===== src/rtl/router_out_port_arbiter_pkg.sv =====
// Shared types and constants for the router output-port arbiter.
package router_out_port_arbiter_pkg;

    localparam int unsigned FLIT_W = 32;

    typedef struct packed {
        logic              head;
        logic              tail;
        logic [FLIT_W-1:0] payload;
    } flit_t;

    typedef enum logic [0:0] {
        StIdle,
        StLocked
    } arb_state_e;

    localparam int unsigned PORT_N     = 0;
    localparam int unsigned PORT_S     = 1;
    localparam int unsigned PORT_E     = 2;
    localparam int unsigned PORT_W     = 3;
    localparam int unsigned PORT_LOCAL = 4;

endpackage


===== src/rtl/router_out_port_arbiter_rr_pick.sv =====
// Combinational round-robin picker: first requester after ptr_i, wrapping mod N_IN.
module router_out_port_arbiter_rr_pick #(
    parameter int unsigned N_IN  = 5,
    parameter int unsigned IDX_W = 3
) (
    input  logic [N_IN-1:0]  req_i,
    input  logic [IDX_W-1:0] ptr_i,
    output logic [N_IN-1:0]  gnt_o,
    output logic [IDX_W-1:0] idx_o,
    output logic             any_o
);

    int unsigned      cand;
    logic [IDX_W-1:0] cand_idx;
    logic             found;

    always_comb begin
        gnt_o    = '0;
        idx_o    = '0;
        found    = 1'b0;
        cand     = 0;
        cand_idx = '0;
        for (int unsigned k = 1; k <= N_IN; k++) begin
            cand     = (32'(ptr_i) + k) % N_IN;
            cand_idx = IDX_W'(cand);
            if (!found && req_i[cand_idx]) begin
                gnt_o[cand_idx] = 1'b1;
                idx_o           = cand_idx;
                found           = 1'b1;
            end
        end
        any_o = found;
    end

endmodule


===== src/rtl/router_out_port_arbiter.sv =====
// Wormhole output-port arbiter: round-robin on heads, lock until tail, credit-gated,
// with a stall watchdog.
module router_out_port_arbiter
    import router_out_port_arbiter_pkg::*;
#(
    parameter int unsigned N_IN        = 5,
    parameter int unsigned WIDTH       = 32,
    parameter int unsigned CREDITS     = 4,
    parameter int unsigned STALL_LIMIT = 64,
    localparam int unsigned IDX_W      = (N_IN > 1) ? $clog2(N_IN) : 1,
    localparam int unsigned CNT_W      = $clog2(CREDITS + 1),
    localparam int unsigned WD_W       = $clog2(STALL_LIMIT + 1)
) (
    input  logic                  clk,
    input  logic                  rst_n,
    input  logic [N_IN-1:0]       req_valid_i,
    input  logic [N_IN-1:0]       req_head_i,
    input  logic [N_IN-1:0]       req_tail_i,
    input  logic [N_IN*WIDTH-1:0] req_flit_i,
    output logic [N_IN-1:0]       req_ready_o,
    output logic                  out_valid_o,
    output logic [WIDTH-1:0]      out_flit_o,
    output logic                  out_head_o,
    output logic                  out_tail_o,
    input  logic                  credit_in_i,
    output logic [CNT_W-1:0]      credit_cnt_o,
    output logic                  lock_active_o,
    output logic [IDX_W-1:0]      owner_idx_o,
    output logic                  stall_alarm_o,
    output logic                  credit_err_o
);

    arb_state_e       state_q, state_d;
    logic [IDX_W-1:0] owner_q, owner_d;
    logic [IDX_W-1:0] rr_ptr_q, rr_ptr_d;
    logic [CNT_W-1:0] credit_q, credit_d;
    logic [WD_W-1:0]  wd_q, wd_d;
    logic             credit_err_q, credit_err_d;
    logic             out_valid_q;
    logic [WIDTH-1:0] out_flit_q;
    logic             out_head_q, out_tail_q;

    logic [N_IN-1:0]  pick_gnt;
    logic [IDX_W-1:0] pick_idx;
    logic             pick_any;
    logic             xfer;
    logic             sel_head, sel_tail;
    logic [WIDTH-1:0] sel_flit;

    router_out_port_arbiter_rr_pick #(
        .N_IN  (N_IN),
        .IDX_W (IDX_W)
    ) u_rr_pick (
        .req_i (req_valid_i & req_head_i),
        .ptr_i (rr_ptr_q),
        .gnt_o (pick_gnt),
        .idx_o (pick_idx),
        .any_o (pick_any)
    );

    always_comb begin
        req_ready_o = '0;
        if (credit_q != '0) begin
            if (state_q == StIdle) begin
                req_ready_o = pick_any ? pick_gnt : '0;
            end else begin
                for (int unsigned i = 0; i < N_IN; i++) begin
                    req_ready_o[i] = (IDX_W'(i) == owner_q) && req_valid_i[i];
                end
            end
        end
        xfer = |req_ready_o;

        sel_flit = '0;
        sel_head = 1'b0;
        sel_tail = 1'b0;
        for (int unsigned i = 0; i < N_IN; i++) begin
            if (req_ready_o[i]) begin
                sel_flit = req_flit_i[i*WIDTH +: WIDTH];
                sel_head = req_head_i[i];
                sel_tail = req_tail_i[i];
            end
        end
    end

    always_comb begin
        state_d      = state_q;
        owner_d      = owner_q;
        rr_ptr_d     = rr_ptr_q;
        credit_d     = credit_q;
        credit_err_d = credit_err_q;
        wd_d         = wd_q;

        if (xfer) begin
            if (state_q == StIdle) begin
                owner_d = pick_idx;
                if (sel_tail) begin
                    rr_ptr_d = pick_idx;
                end else begin
                    state_d = StLocked;
                end
            end else if (sel_tail) begin
                state_d  = StIdle;
                rr_ptr_d = owner_q;
            end
        end

        unique case ({xfer, credit_in_i})
            2'b10: credit_d = credit_q - 1'b1;
            2'b01: begin
                if (credit_q == CNT_W'(CREDITS)) begin
                    credit_err_d = 1'b1;
                end else begin
                    credit_d = credit_q + 1'b1;
                end
            end
            default: credit_d = credit_q;
        endcase

        if (xfer) begin
            wd_d = '0;
        end else if ((|req_valid_i) && (wd_q != WD_W'(STALL_LIMIT))) begin
            wd_d = wd_q + 1'b1;
        end
    end

    always_ff @(posedge clk or negedge rst_n) begin
        if (!rst_n) begin
            state_q      <= StIdle;
            owner_q      <= '0;
            rr_ptr_q     <= IDX_W'(N_IN - 1);
            credit_q     <= CNT_W'(CREDITS);
            credit_err_q <= 1'b0;
            wd_q         <= '0;
            out_valid_q  <= 1'b0;
            out_flit_q   <= '0;
            out_head_q   <= 1'b0;
            out_tail_q   <= 1'b0;
        end else begin
            state_q      <= state_d;
            owner_q      <= owner_d;
            rr_ptr_q     <= rr_ptr_d;
            credit_q     <= credit_d;
            credit_err_q <= credit_err_d;
            wd_q         <= wd_d;
            out_valid_q  <= xfer;
            // Payload only follows a transfer so idle cycles keep the last flit.
            if (xfer) begin
                out_flit_q <= sel_flit;
                out_head_q <= sel_head;
                out_tail_q <= sel_tail;
            end
        end
    end

    assign out_valid_o   = out_valid_q;
    assign out_flit_o    = out_flit_q;
    assign out_head_o    = out_head_q;
    assign out_tail_o    = out_tail_q;
    assign credit_cnt_o  = credit_q;
    assign lock_active_o = (state_q == StLocked);
    assign owner_idx_o   = owner_q;
    assign stall_alarm_o = (wd_q == WD_W'(STALL_LIMIT));
    assign credit_err_o  = credit_err_q;

endmodule


===== config.mk =====
export PLATFORM = sky130hd
export DESIGN_NAME = router_out_port_arbiter
export DESIGN_NICKNAME = d
export VERILOG_FILES = /design/src/rtl/router_out_port_arbiter_pkg.sv /design/src/rtl/router_out_port_arbiter_rr_pick.sv /design/src/rtl/router_out_port_arbiter.sv
export SDC_FILE = /design/constraint.sdc
export NUM_CORES = 1
export LEC_CHECK = 0
export ABC_CLOCK_PERIOD_IN_PS = 20100
export BUFFER_PORTS_ARGS = -buffer_cell sky130_fd_sc_hd__buf_4
export CORE_UTILIZATION = 41
export DETAILED_ROUTE_END_ITERATION = 16
export PLACE_DENSITY = 0.69
export SYNTH_ARGS = -nofsm -noshare
export SYNTH_HDL_FRONTEND = slang
export SYNTH_SLANG_ARGS = --single-unit

===== constraint.sdc =====
create_clock -name clk -period 20.1 [get_ports clk]
set_input_delay 3.015 -clock clk [delete_from_list [all_inputs] [get_ports clk]]
set_output_delay 3.015 -clock clk [all_outputs]
set_load 0.02 [all_outputs]

Yosys cells after proc, flatten, opt, wreduce, memory -nomap -nowiden
Cells that the tools add are included.
{"block": "op_classes", "bitwise_logic": 6, "order_cmp": 10, "n_addsub": 8, "reduce_logical": 29, "eq_ne": 10, "mux": 61, "shift": 0, "multipliers": 0, "div_mod_pow": 5}
{"cell": "32-bit by 3-bit remainder unit with 32-bit output (second input constant)", "n": 5}
{"cell": "32-bit 2-to-1 mux", "n": 5}
{"cell": "5-bit 2-to-1 mux", "n": 8}
{"cell": "3-bit 2-to-1 mux", "n": 9}
{"cell": "1-bit 2-to-1 mux", "n": 26}
{"cell": "3-bit by 4-bit < comparator with 1-bit output (second input constant)", "n": 5}
{"cell": "5-bit bitwise OR", "n": 4}
{"cell": "1-bit binary-select mux with 3-bit select", "n": 5}
{"cell": "1-bit demux with 3-bit select", "n": 5}
{"cell": "3-bit by 1-bit >= comparator with 1-bit output (second input constant)", "n": 5}
{"cell": "1-bit logical AND", "n": 15}
{"cell": "7-bit 2-to-1 mux", "n": 2}
{"cell": "5-bit OR reduction", "n": 2}
{"cell": "3-bit by 2-bit adder with 4-bit output (second input constant)", "n": 2}
{"cell": "3-bit by 3-bit adder with 4-bit output (second input constant)", "n": 2}
{"cell": "2-bit AND reduction", "n": 4}
{"cell": "7-bit by 1-bit adder with 7-bit output (second input constant)", "n": 1}
{"cell": "7-bit == test (second input constant)", "n": 1}
{"cell": "7-bit != test (second input constant)", "n": 1}
{"cell": "2-bit by 3-bit == test with 1-bit output (first input constant)", "n": 2}
{"cell": "3-bit case mux with 2 select lines", "n": 1}
{"cell": "5-bit bitwise AND", "n": 1}
{"cell": "3-bit by 1-bit adder with 4-bit output (second input constant)", "n": 1}
{"cell": "1-bit zero test", "n": 4}
{"cell": "12 further kinds", "n": 13}
{"block": "word_totals", "latch_bits": 0, "in_bits": 178, "rom_bits": 0, "elab_cells": 139, "ff_bits": 53, "memories": 0, "ramBits": 0}

Logic depth before layout (Yosys ltp)
{"block": "depth", "word_depth": 27, "depth_mapped": 30, "ltp_nobuf": 25}

By module
From an unflattened synthesis, not the netlist that was laid out.
{"block": "hier_totals", "hier_cells": 718, "area_unflattened_um2": 5675.4}
{"module": "router_out_port_arbiter", "seq_area_each_um2": 1328.8, "area_per_inst_um2": 3597.2, "n_inst": 1, "cells_per_inst": 432}
{"module": "router_out_port_arbiter_rr_pick", "seq_area_each_um2": 0.0, "area_per_inst_um2": 2078.2, "n_inst": 1, "cells_per_inst": 286}

Least setup slack after synthesis
No wires, ideal clock.
{"block": "synth_path", "path_type": "register -> output", "startpoint": "register rr_ptr_q[0]", "endpoint": "output req_ready_o[0]", "slack_ns": 11.653, "t_arrival_ns": 5.432, "path_buffers": 6, "required_time_ns": 17.085, "stages_incl_launch_ff": 23, "cell_sequence": "dfrtp_1 -> buf_2 -> buf_2 -> clkinv_1 -> buf_1 -> ha_1 -> buf_2 -> inv_1 -> ha_1 -> or2_1 -> o211ai_1 -> and2_1 -> inv_1 -> ha_1 -> nor2b_1 -> o31a_1 -> buf_2 -> o21bai_1 -> a32oi_1 -> a211oi_1 -> a31oi_2 -> a2bb2oi_2 -> clkbuf_1"}
{"block": "synth_via", "elab_chain_len": 20}
{"item": "start: declaration", "line": "router_out_port_arbiter.sv:35", "rtl": "logic [IDX_W-1:0] rr_ptr_q, rr_ptr_d;"}
{"item": "start signal: assignment", "line": "router_out_port_arbiter.sv:131", "rtl": "rr_ptr_q <= IDX_W'(N_IN - 1);"}
{"item": "start signal: assignment", "line": "router_out_port_arbiter.sv:142", "rtl": "rr_ptr_q <= rr_ptr_d;"}
{"item": "parallel branches: the longest is 17 deep, another holds 32-bit by 3-bit remainder unit with 32-bit output"}
{"item": "5-bit 2-to-1 mux (*)", "line": "router_out_port_arbiter.sv:65", "rtl": "req_ready_o = pick_any ? pick_gnt : '0;"}
{"item": "5-bit 2-to-1 mux (*)", "line": "router_out_port_arbiter.sv:64", "rtl": "if (state_q == StIdle) begin"}
{"item": "5-bit 2-to-1 mux (*)", "line": "router_out_port_arbiter.sv:63", "rtl": "if (credit_q != '0) begin"}
{"item": "end: declaration", "line": "router_out_port_arbiter.sv:20", "rtl": "output logic [N_IN-1:0] req_ready_o,"}
Mark *: on every way between the ends. The select of a mux whose other input is x is not followed.

Worst setup path in the final report
Same ends and word-level chain as after synthesis.

==> impl_metrics.ini <==
[timing]
maxSlewHeadroom_pct = 54.7
setup_violations = 0
fmaxAchievable_mhz = 106
drv_slew = 0
hold_viol = 0
fin_crit_sh_pct = 46.8
layout_min_cycle_time_ns = 9.41
worst_pin_slew_ns = 0.679
fin_tns_setup_ns = 0
rsz0062_at_grt = false
fin_skew_ns = 0.00813

[floorplan]
die_x_um = 121
start_util_pct = 41.8
core_um2 = 13800
pin_count = 227
dieHeight_um = 121
rows = 43
dieArea_um2 = 14600

[placed_design]
io_buffers = 226
gp_congestion = 1.02
hpwl_mm = 17.2

[synthesis]
synth.area.top_cells = dfrtp_1 (22%), ha_1 (6.1%), a31o_2 (4.7%), o22ai_1 (4.3%), a22oi_1 (4.3%)
synth.most_common_cell = nand2_1
yosys.area.top_type_share_pct = 22.1
synthXorXnorAreaFrac_pct = 3.18
synth_edf_count = 0
async_flop_share_pct = 100
yosys.area_share.simple_pct = 19.6
yosysTopAreaCell = dfrtp_1
synth_top_family_by_area = compound AO/OA/AOI/OAI gates
muxShareOfSynthArea_pct = 2.53
synth_common_cells = nand2_1 (63), dfrtp_1 (51), nor2_1 (40), o22ai_1 (40), a31oi_1 (39)
synth_flop_cell = dfrtp_1
yosysWarnings = 0
netlist_area_um2 = 5780
ys_seq_elements = 53
seq_area_frac_synth_pct = 23.0
ys_types = 96
synth_compound_area_share_pct = 38.7
synth_fa_ha_area_share_pct = 6.40
syn-num-nets = 917
avgSynthCellArea_um2 = 8.15
synthCells = 710

[drt]
drt-total-wl_mm = 22.3
viasPerCell = 6.23
postRouteAntennaNets = 0
drc = 0
vias = 6748
wl_per_cell_um = 20.6
drt_pass1_iterations = 6
dr.first_iter.drc_count = 522

[critical_path]
critPathArrivalTime_ns = 6.40
worst_setup_path_end_kind = primary output
critPathLaunchType = flop
crit_fanout = 38
critPathKind = reg2out
worst_ep_required_time_ns = 17.09

[global_route]
track_usage_pct = 30.1
grt_overflow = 0
grt_max_degree = 54
grt_pass1_wl_mm = 34.2
grt_pass1_vias = 6191
antenna_found_initial = 1

[clocking]
cts_setup_buffers = 0
clk_latency_ns = 0.29
hold_buffers = 0
cts_htree_levels = 2
cts.clk_slew.worst_paths_ns = 0.07
clk_path_buf_depth = 2
cts_tree = done
clkSinkCount = 53
root_buffer = clkbuf_16
post_cts_resized = 0
cts_made_buffers = 5

[run]
timing.max_cap.violations = 0

[final_layout]
final_nets = 1108
utilization_pct = 55.6
layout-drive-gt1-share_pct = 35.1
syn2layout_area_growth_pct = 33.0

[status]
status = finished clean

[worst_hold_path]
hold_path.class = reg2reg
==> critical path: stages (launching register included) <==
cell	delay, ns
dfrtp_1	0.32
buf_4	0.36
clkinv_1	0.11
buf_4	0.23
ha_1	0.55
inv_1	0.26
ha_1	0.28
or2_1	0.26
o211ai_1	0.24
and2_1	0.30
inv_1	0.13
ha_1	0.30
nor2b_1	0.16
o31a_1	0.34
o21bai_1	0.22
a32oi_1	0.50
a211oi_1	0.27
a31oi_2	0.42
a2bb2oi_4	0.15
buf_4	0.40
buf_4	0.23
==> cell families after synthesis <==
group | after synthesis
buffers and inverters | 85
muxes | 13
AOI/OAI and AO/OA | 299
DFF | 53
adders and majority gates | 29
xor gates and xnor gates | 18
and+or+nand+nor | 213
==> layer usage <==
metal / part of all wire [%] / GRT usage, %
met1: 40 / 39.2
met2: 48 / 50.5
met3: 9.7 / 6.84
met4: 1.9 / 6.25
met5: 0 / 0
==> per-stage QoR <==
stage                     instances  hold WS (ns)  cell area, µm²  setup WS, ns
after floorplan                 710         0.502            5780         11.65
after global placement         1074         0.452            7550         11.07
after detailed placement       1074         0.478            7550         11.10
after CTS                      1082         0.498            7690         10.76
after global routing           1083         0.518            7690         10.31
final                          1083         0.501            7690         10.69
==> layout make-up <==
type | instances | area [µm²]
Antenna cell | 1 | 2.50
Clock buffer | 7 | 133
Clock inverter | 1 | 7.51
Fill cell | 1315 | 6140
Inverter | 33 | 126
Multi-Input combinational cell | 572 | 4100
Sequential cell | 53 | 1330
Tap cell | 180 | 225
Timing Repair Buffer | 236 | 1770
==> cells in the final DEF, fill, tap and decap left out, types with 8 or more instances in the layout <==
master and n:
a211oi_1 11, a21oi_1 28, a22oi_1 33, a31o_2 31, a31oi_1 39, buf_4 236, dfrtp_1 51, ha_1 28
inv_1 27, mux2i_1 9, nand2_1 63, nand2b_1 11, nand3_1 11, nor2_1 40, nor3_1 13, nor3b_1 8
o21ai_0 27, o22ai_1 40, xnor2_1 12
==> sequential cells by signal, summed over array words and instances (netlist names) <==
name	count
owner_idx_o	3
wd_q	7
out_flit_o	32
lock_active_o	1
out_tail_o	1
rr_ptr_q	3
credit_err_o	1
credit_cnt_o	3
out_head_o	1
out_valid_o	1
==> worst paths after layout <==
path | end | startpoint | slack (ns) | depth (start not counted)
setup reg to reg | credit_cnt_o[2] | rr_ptr_q[0] | 12.61 | 24
max in group asynchronous | out_tail_o | rst_n | 16.89 | 1
hold / removal | credit_err_o | credit_err_o | 0.50 | 2
min in group asynchronous | out_flit_o[24] | rst_n | 2.75 | 1
setup / recovery | req_ready_o[0] | rr_ptr_q[0] | 10.69 | 20
hold reg to reg | credit_err_o | credit_err_o | 0.50 | 2
Power is left out: the tool's default activity adds up to more than one toggle a clock period on the data nets, which glitch-free logic cannot reach.
